[config.mk]
export PLATFORM = sky130hd
export DESIGN_NAME = logic_unit_arbiter_flat
export DESIGN_NICKNAME = d
export VERILOG_FILES = /design/src/rtl/logic_unit_arbiter_if.sv /design/src/rtl/logic_unit_arbiter.sv /design/src/flat_wrapper.sv
export SDC_FILE = /design/constraint.sdc
export NUM_CORES = 1
export LEC_CHECK = 0
export ABC_CLOCK_PERIOD_IN_PS = 2600
export CELL_PAD_IN_SITES_DETAIL_PLACEMENT = 0
export CELL_PAD_IN_SITES_GLOBAL_PLACEMENT = 2
export CORE_MARGIN = 1
export CORE_UTILIZATION = 25
export DETAILED_ROUTE_END_ITERATION = 7
export HOLD_SLACK_MARGIN = 0.05
export PLACE_DENSITY_LB_ADDON = 0.08
export REMOVE_ABC_BUFFERS = 1
export SLEW_MARGIN = 20
export SYNTH_ARGS = -nofsm -noshare
export SYNTH_HDL_FRONTEND = slang
export SYNTH_SLANG_ARGS = --single-unit
[constraint.sdc]
create_clock -name clk -period 2.6 [get_ports clk]
set_clock_uncertainty 0.15 [all_clocks]
set_input_delay 0.26 -clock clk [delete_from_list [all_inputs] [get_ports clk]]
set_output_delay 0.26 -clock clk [all_outputs]
set_load 0.02 [all_outputs]
[src/rtl/logic_unit_arbiter_if.sv]
// Request/response bundle for the shared bitwise logic unit.
// The master side is the requesters plus the consumer; the slave side is the arbiter.
interface logic_unit_arbiter_if #(parameter int unsigned N = 4);
  logic         req0_valid;
  logic         req0_ready;
  logic [1:0]   req0_op;
  logic [N-1:0] req0_a;
  logic [N-1:0] req0_b;
  logic         req1_valid;
  logic         req1_ready;
  logic [1:0]   req1_op;
  logic [N-1:0] req1_a;
  logic [N-1:0] req1_b;
  logic         resp_valid;
  logic         resp_ready;
  logic         resp_id;
  logic [N-1:0] resp_data;
  logic         busy;

  modport master (
    output req0_valid, req0_op, req0_a, req0_b,
    output req1_valid, req1_op, req1_a, req1_b,
    output resp_ready,
    input  req0_ready, req1_ready, resp_valid, resp_id, resp_data, busy
  );

  modport slave (
    input  req0_valid, req0_op, req0_a, req0_b,
    input  req1_valid, req1_op, req1_a, req1_b,
    input  resp_ready,
    output req0_ready, req1_ready, resp_valid, resp_id, resp_data, busy
  );
endinterface

[src/rtl/logic_unit_arbiter.sv]
// Two-requester round-robin front end for one N-bit NOT/AND/OR/XOR unit,
// with a single registered, id-tagged response slot.
module logic_unit_arbiter #(
  parameter int unsigned N = 4
) (
  input logic               clk,
  input logic               rst_n,
  logic_unit_arbiter_if.slave bus
);

  localparam logic [0:0] EMPTY = 1'b0;
  localparam logic [0:0] FULL  = 1'b1;

  logic [0:0]   state;
  logic         last_grant;
  logic         id_q;
  logic [N-1:0] data_q;

  logic         slot_free;
  logic         grant;
  logic         acc0;
  logic         acc1;
  logic [N-1:0] result;

  function automatic logic [N-1:0] lu(input logic [1:0] op,
                                      input logic [N-1:0] a,
                                      input logic [N-1:0] b);
    case (op)
      2'b00:   lu = ~a;
      2'b01:   lu = a & b;
      2'b10:   lu = a | b;
      default: lu = a ^ b;
    endcase
  endfunction

  // rst_n gates ready directly so nothing is offered while reset is held.
  assign slot_free = rst_n & ((state == EMPTY) | bus.resp_ready);

  always_comb begin
    grant = 1'b0;
    if (bus.req0_valid && bus.req1_valid)
      grant = ~last_grant;
    else if (bus.req1_valid)
      grant = 1'b1;
  end

  assign bus.req0_ready = slot_free & bus.req0_valid & ~grant;
  assign bus.req1_ready = slot_free & bus.req1_valid & grant;
  assign acc0 = bus.req0_valid & bus.req0_ready;
  assign acc1 = bus.req1_valid & bus.req1_ready;

  assign result = acc1 ? lu(bus.req1_op, bus.req1_a, bus.req1_b)
                       : lu(bus.req0_op, bus.req0_a, bus.req0_b);

  always_ff @(posedge clk or negedge rst_n) begin
    if (!rst_n) begin
      state      <= EMPTY;
      last_grant <= 1'b1;
      id_q       <= 1'b0;
      data_q     <= '0;
    end else if (acc0 || acc1) begin
      state      <= FULL;
      last_grant <= acc1;
      id_q       <= acc1;
      data_q     <= result;
    end else if (bus.resp_ready) begin
      state <= EMPTY;
    end
  end

  assign bus.resp_valid = (state == FULL);
  assign bus.resp_id    = id_q;
  assign bus.resp_data  = data_q;
  assign bus.busy       = (state == FULL) & ~bus.resp_ready;

endmodule
[src/flat_wrapper.sv]
// flat-port wrapper written by rule: the top's interface ports become plain ports
module logic_unit_arbiter_flat 
#(
  parameter int unsigned N = 4
)
  (clk, rst_n, bus_req0_valid, bus_req0_op, bus_req0_a, bus_req0_b, bus_req1_valid, bus_req1_op, bus_req1_a, bus_req1_b, bus_resp_ready, bus_req0_ready, bus_req1_ready, bus_resp_valid, bus_resp_id, bus_resp_data, bus_busy);
  logic_unit_arbiter_if #(.N(N)) bus_i ();
  input logic clk;
  input logic rst_n;
  input wire logic [$bits(bus_i.req0_valid)-1:0] bus_req0_valid;
  input wire logic [$bits(bus_i.req0_op)-1:0] bus_req0_op;
  input wire logic [$bits(bus_i.req0_a)-1:0] bus_req0_a;
  input wire logic [$bits(bus_i.req0_b)-1:0] bus_req0_b;
  input wire logic [$bits(bus_i.req1_valid)-1:0] bus_req1_valid;
  input wire logic [$bits(bus_i.req1_op)-1:0] bus_req1_op;
  input wire logic [$bits(bus_i.req1_a)-1:0] bus_req1_a;
  input wire logic [$bits(bus_i.req1_b)-1:0] bus_req1_b;
  input wire logic [$bits(bus_i.resp_ready)-1:0] bus_resp_ready;
  output wire logic [$bits(bus_i.req0_ready)-1:0] bus_req0_ready;
  output wire logic [$bits(bus_i.req1_ready)-1:0] bus_req1_ready;
  output wire logic [$bits(bus_i.resp_valid)-1:0] bus_resp_valid;
  output wire logic [$bits(bus_i.resp_id)-1:0] bus_resp_id;
  output wire logic [$bits(bus_i.resp_data)-1:0] bus_resp_data;
  output wire logic [$bits(bus_i.busy)-1:0] bus_busy;
  assign bus_i.req0_valid = bus_req0_valid;
  assign bus_i.req0_op = bus_req0_op;
  assign bus_i.req0_a = bus_req0_a;
  assign bus_i.req0_b = bus_req0_b;
  assign bus_i.req1_valid = bus_req1_valid;
  assign bus_i.req1_op = bus_req1_op;
  assign bus_i.req1_a = bus_req1_a;
  assign bus_i.req1_b = bus_req1_b;
  assign bus_i.resp_ready = bus_resp_ready;
  assign bus_req0_ready = bus_i.req0_ready;
  assign bus_req1_ready = bus_i.req1_ready;
  assign bus_resp_valid = bus_i.resp_valid;
  assign bus_resp_id = bus_i.resp_id;
  assign bus_resp_data = bus_i.resp_data;
  assign bus_busy = bus_i.busy;
  logic_unit_arbiter #(.N(N)) u_core (.clk(clk), .rst_n(rst_n), .bus(bus_i));
endmodule
==> impl_metrics.py <==
metrics = {
    "power": {
        "ir_worst_vdd_mv": 0.0999,
        "p_per_area_mw_per_mm2": 390,
        "comb_power_share_pct": 47.5,
        "switchingPower_uw": 148,
        "seqPwrFrac_pct": 31.7,
        "leakage_uw": 0.000599,
        "p_sw_share_pct": 31.8,
        "internal_power_uw": 318,
        "pwr-share-clk_pct": 20.8,
    },
    "finish": {
        "nets": 163,
        "drive_gt1_share_pct": 10.7,
        "multi_input_area_sq_um": 509,
        "diodes": 0,
        "regArea_sq_um": 176,
        "nFillCells": 310,
        "syn2layout_area_growth_pct": 53.9,
        "layout_commonest_cell": "clkdlybuf4s50_1",
        "layout_common_cells": "clkdlybuf4s50_1, inv_1, ha_1",
        "final_cells": 152,
        "finish.utilization_pct": 41.8,
    },
    "synthesis": {
        "ys_ff_latch": 7,
        "netlist_instances": 81,
        "ys_seq_area_share_pct": 22.7,
        "syn_avg_cell_area_sq_um": 9.58,
        "syn_area_sq_um": 776,
        "yosysWarnings": 0,
        "yosysUniqueCellTypes": 16,
    },
    "timing": {
        "timing.fmax_mhz": 424,
        "max_slew_margin_pct": 75.0,
        "hold_viol": 0,
        "setup_tns_ns": 0,
        "grt_setup_unrepaired": "false",
        "period_share_pct": 90.6,
        "worst_pin_slew_ns": 0.374,
        "whs_ns": 0.206,
        "timing.final.ws_setup_ns": 0.244,
        "fin_crit_ns": 2.36,
        "drv_slew": 0,
        "setup_violations": 0,
    },
    "routing": {
        "antenna_left": 0,
        "drt_iter0_markers": 23,
        "detail_route.wl_per_cell_um": 11.3,
        "drc": 2,
        "firstDrtPassIters": 6,
        "vias": 701,
        "via_per_inst": 4.61,
        "drt_wl_total_um": 1710,
    },
    "floorplanning": {
        "rows": 19,
        "die_area_sq_mm": 0.00333,
        "die_w_um": 57.7,
        "die_y_um": 57.7,
        "core_sq_mm": 0.00285,
        "initial_core_util_pct": 27.2,
        "boundaryPins": 34,
    },
    "cts": {
        "path_clk_slew_ns": 0.06,
        "clock_latency_ns": 0.25,
        "cts_buffer_depth": 2,
        "ctsHtreeMaxLevel": 1,
        "cts_resized": 0,
        "clock-sinks": 7,
        "hold_buffers": 0,
        "numCtsBuffers": 3,
        "post-cts-setup-buffers": 0,
        "cts_tree": "yes",
        "root_buffer": "clkbuf_4",
    },
    "critical_path": {
        "path_class": "in -> out",
        "required_ns": 2.19,
        "crit_path_end_kind": "primary output",
        "r2r_start": "u_core.bus.resp_valid",
        "reg2reg_slack_ns": 0.88,
        "crit_path_start_kind": "primary input",
        "r2r-end": "u_core.bus.resp_data[3]",
        "crit_path_max_fanout": 5,
        "arrival_ns": 1.95,
        "r2r_cells": 6,
    },
    "global_routing": {
        "overflow": 0,
        "grt_usage_pct": 12.5,
        "grt_pass1_vias": 728,
        "grt_max_degree": 9,
        "antenna_found_initial": 0,
        "grt_pass1_wl_um": 3190,
    },
    "worst_hold_path": {
        "hold_path_class": "in -> async",
    },
    "place": {
        "place.gp.congestion": 0.690,
        "dp_hpwl_um": 1460,
        "pre_cts_ws_ns": 0.249,
        "port_buffers": 33,
        "dpl.cell_count": 148,
    },
    "outcome": {
        "status": "finished, violations left",
        "violations": "DRC",
    },
    "flow_run": {
        "cap_violations": 0,
    },
}
==> cell usage after synthesis <==
cell type	n	area [sq um]
inv_1	24	90.1
ha_1	16	200
dfrtp_1	6	150
nand2_1	6	22.5
mux4_2	5	113
nor2_1	5	18.8
a221o_1	4	40.0
a211oi_1	3	22.5
a21oi_1	3	15.0
and2_1	3	18.8
dfstp_2	1	26.3
mux4_1	1	26.3
nand2b_4	1	13.8
nand3_1	1	5.00
nand4_1	1	6.26
o211ai_1	1	7.51
==> how the worst max path moves through the flow <==
stage,to,cells after the start,from,slack (ns)
finish,bus_req0_ready,6,bus_resp_ready,0.24
global route,bus_req0_ready,6,bus_resp_ready,0.12
CTS,bus_req0_ready,6,bus_resp_ready,0.23
detailed placement,bus_req0_ready,6,bus_resp_ready,0.25
global placement,bus_req0_ready,6,bus_resp_ready,0.31
floorplan,u_core.bus.resp_data[0],5,u_core.bus.resp_valid,0.82
==> flip-flops by register name (all words and copies together) (netlist names) <==
| register | cells |
|---|---|
| u_core.bus.resp_data | 4 |
| u_core.bus.resp_id | 1 |
| u_core.bus.resp_valid | 1 |
| u_core.last_grant | 1 |
==> power by group through the flow <==
stage	combinational, uW	clock, uW	sequential (uW)
CTS	225	104	148
global placement	221	0	150
floorplan	79.6	0	173
detailed placement	223	0	150
finish	221	96.8	148
global route	245	109	151
==> per-layer routing <==
metal	global-route usage [%]	up-vias	share of wire, %
li1	-	355	-
met1	16.4	324	45
met2	20.1	20	48
met3	2.46	2	6.0
met4	5.10	0	1.3
met5	0	-	0
==> cells by family after synthesis <==
| family | after synthesis | synth area share, % |
|---|---|---|
| compound gates | 11 | 11.0 |
| buf+inv | 24 | 11.6 |
| mux | 6 | 17.9 |
| flops | 7 | 22.7 |
| fa+ha+maj | 16 | 25.8 |
| simple gates | 17 | 11.0 |
==> metrics by stage <==
stage	instance area (sq um)	power (uW)
2_1_floorplan	776	253
3_5_place_dp	1170	373
3_3_place_gp	1170	371
5_1_grt	1190	505
4_1_cts	1190	477
6_report	1190	466
==> cell type report <==
| type | instances | area share (%) |
|---|---|---|
| Tap cell | 31 | 3.25 |
| Clock buffer | 4 | 2.20 |
| Timing Repair Buffer | 36 | 29.6 |
| Inverter | 24 | 7.55 |
| Multi-Input combinational cell | 50 | 42.7 |
| Sequential cell | 7 | 14.8 |
==> worst max-delay path, stage by stage <==
cell             delay, ns
clkdlybuf4s50_1       0.40
nand2b_4              0.16
nand4_1               0.19
inv_1                 0.14
nor2_1                0.17
clkdlybuf4s50_1       0.63
(Power assumes the default switching activity.)
==> RTL edit, RTL diff (same settings) <==
Reset style: synchronous (`rst_n`), changed in one clocked block.
--- a/src/rtl/logic_unit_arbiter.sv
+++ b/src/rtl/logic_unit_arbiter.sv
@@ -53,5 +53,5 @@
                        : lu(bus.req0_op, bus.req0_a, bus.req0_b);
 
-  always_ff @(posedge clk or negedge rst_n) begin
+  always_ff @(posedge clk) begin
     if (!rst_n) begin
       state      <= EMPTY;
Check against the original RTL: differs if rst_n is asserted again (counterexample within 4 cycles, from zero or initial values and one cycle with rst_n low); with rst_n held inactive, the same outputs for 10 cycles.
==> RTL edit against the original RTL <==
- die area rose by 4.5%
- design area rose by 2.5%
- largest cell class unchanged
- largest power group unchanged
- total power fell by 20%
- final cell count rose by 13%
- hold slack improved by 110 ps
- worst setup slack improved by 65 ps
- wire length fell by 3.7%
- sequential cell count did not move
- synthesized area rose by 4.7%
- via count rose by 7.0%
- combinational power fell by 31%
- core utilization fell by 2.1 points
- sequential power fell by 18%
==> RTL edit: results <==
group,metric,value,unit
worst_hold_path,hp-class,"reg -> reg",
placed_design,dp_hpwl,1450,um
setup_path,r2r_cells,4,
logic_synthesis,yosysSeqAreaShare,0.173,
detailed_routing,wl_met3,102,um
logic_synthesis,async_flop_share,0,
cells_and_area,drive_gt1_frac,0.0391,
pwr,ir_drop,0.0956,mV
setup_path,crit_arrival,1880,ps
logic_synthesis,yosys.cell_types.count,18,
timing,tightest_slew,407,ps
detailed_routing,drt_iter0_markers,36,
logic_synthesis,synthFlopType,"dfxtp_1",
setup_path,cp-startpoint,"rst_n",
timing,hold_ws,313,ps
cells_and_area,fillers,356,
grt,grt_pass1_wl,2710,um
grt,grt_max_degree,11,
detailed_routing,wl,1650,um
pwr,p_leak,0.590,nW
cells_and_area,num-nets-final,170,
grt,grt_pass1_vias,701,
placed_design,place.gp.congestion,0.683,
setup_path,critPathMaxFanout,7,
logic_synthesis,ys_top_cells_by_count,"inv_1 (26), ha_1 (16), nand2_1 (9)",
status,outcome,"complete, no violations",
setup_path,r2r_slack,1300,ps
setup_path,reg2reg_to,"u_core.bus.resp_data[1]",
RTL edit: cell count changes after synthesis, moves of 3 or more:
cell / unedited run / this run
and2_1: 3 / 0
a221o_1: 4 / 0
dfxtp_1: 0 / 7
a31oi_1: 0 / 4
nand2b_1: 0 / 3
nand3_1: 1 / 4
nand2_1: 6 / 9
mux4_2: 5 / 0
dfrtp_1: 6 / 0
mux4_1: 1 / 6
RTL edit: cell families after synthesis:
logic type	share of synthesized area
fa+ha+maj	0.247
buf+inv	0.120
simple gates	0.140
mux	0.194
compound gates	0.126
flops	0.173
RTL edit: through the flow:
step | cell area (um2) | cells
2_1_floorplan | 812 | 91
3_3_place_gp | 1200 | 168
3_5_place_dp | 1200 | 168
4_1_cts | 1220 | 172
5_1_grt | 1220 | 172
6_report | 1220 | 172
RTL edit: worst reg2reg max path, stage by stage (launching register included):
cell and delay [ps]:
dfxtp_1 310, nand2b_2 140, nand4_4 190, a211o_1 280, a31oi_1 160
RTL edit: power breakdown:
part           leakage, nW  internal (mW)  switching, mW
Combinational        0.517         0.0862         0.0671
Clock               0.0150         0.0583         0.0366
Sequential          0.0579          0.117        0.00491
RTL edit: area by class of cell:
cell class / count / area (um2) / area share
Clock buffer: 4 / 26.3 / 0.0215
Inverter: 26 / 97.6 / 0.0798
Multi-Input combinational cell: 58 / 574 / 0.469
Sequential cell: 7 / 140 / 0.115
Tap cell: 44 / 55.1 / 0.0450
Timing Repair Buffer: 33 / 330 / 0.270
RTL edit: how the worst max path moves through the flow:
stage | slack (ps) | end | cells after the start
after CTS | 280 | bus_req0_ready | 4
final | 310 | bus_req0_ready | 4
after detailed placement | 290 | bus_req0_ready | 4
after global placement | 320 | bus_req0_ready | 4
after global routing | 230 | bus_req0_ready | 4
after floorplan | 1010 | bus_req0_ready | 4
RTL edit: layer usage:
layer	track usage	up-vias
li1	-	389
met1	0.128	339
met2	0.169	22
met3	0.0109	0
met4	0.0510	0
met5	0	-
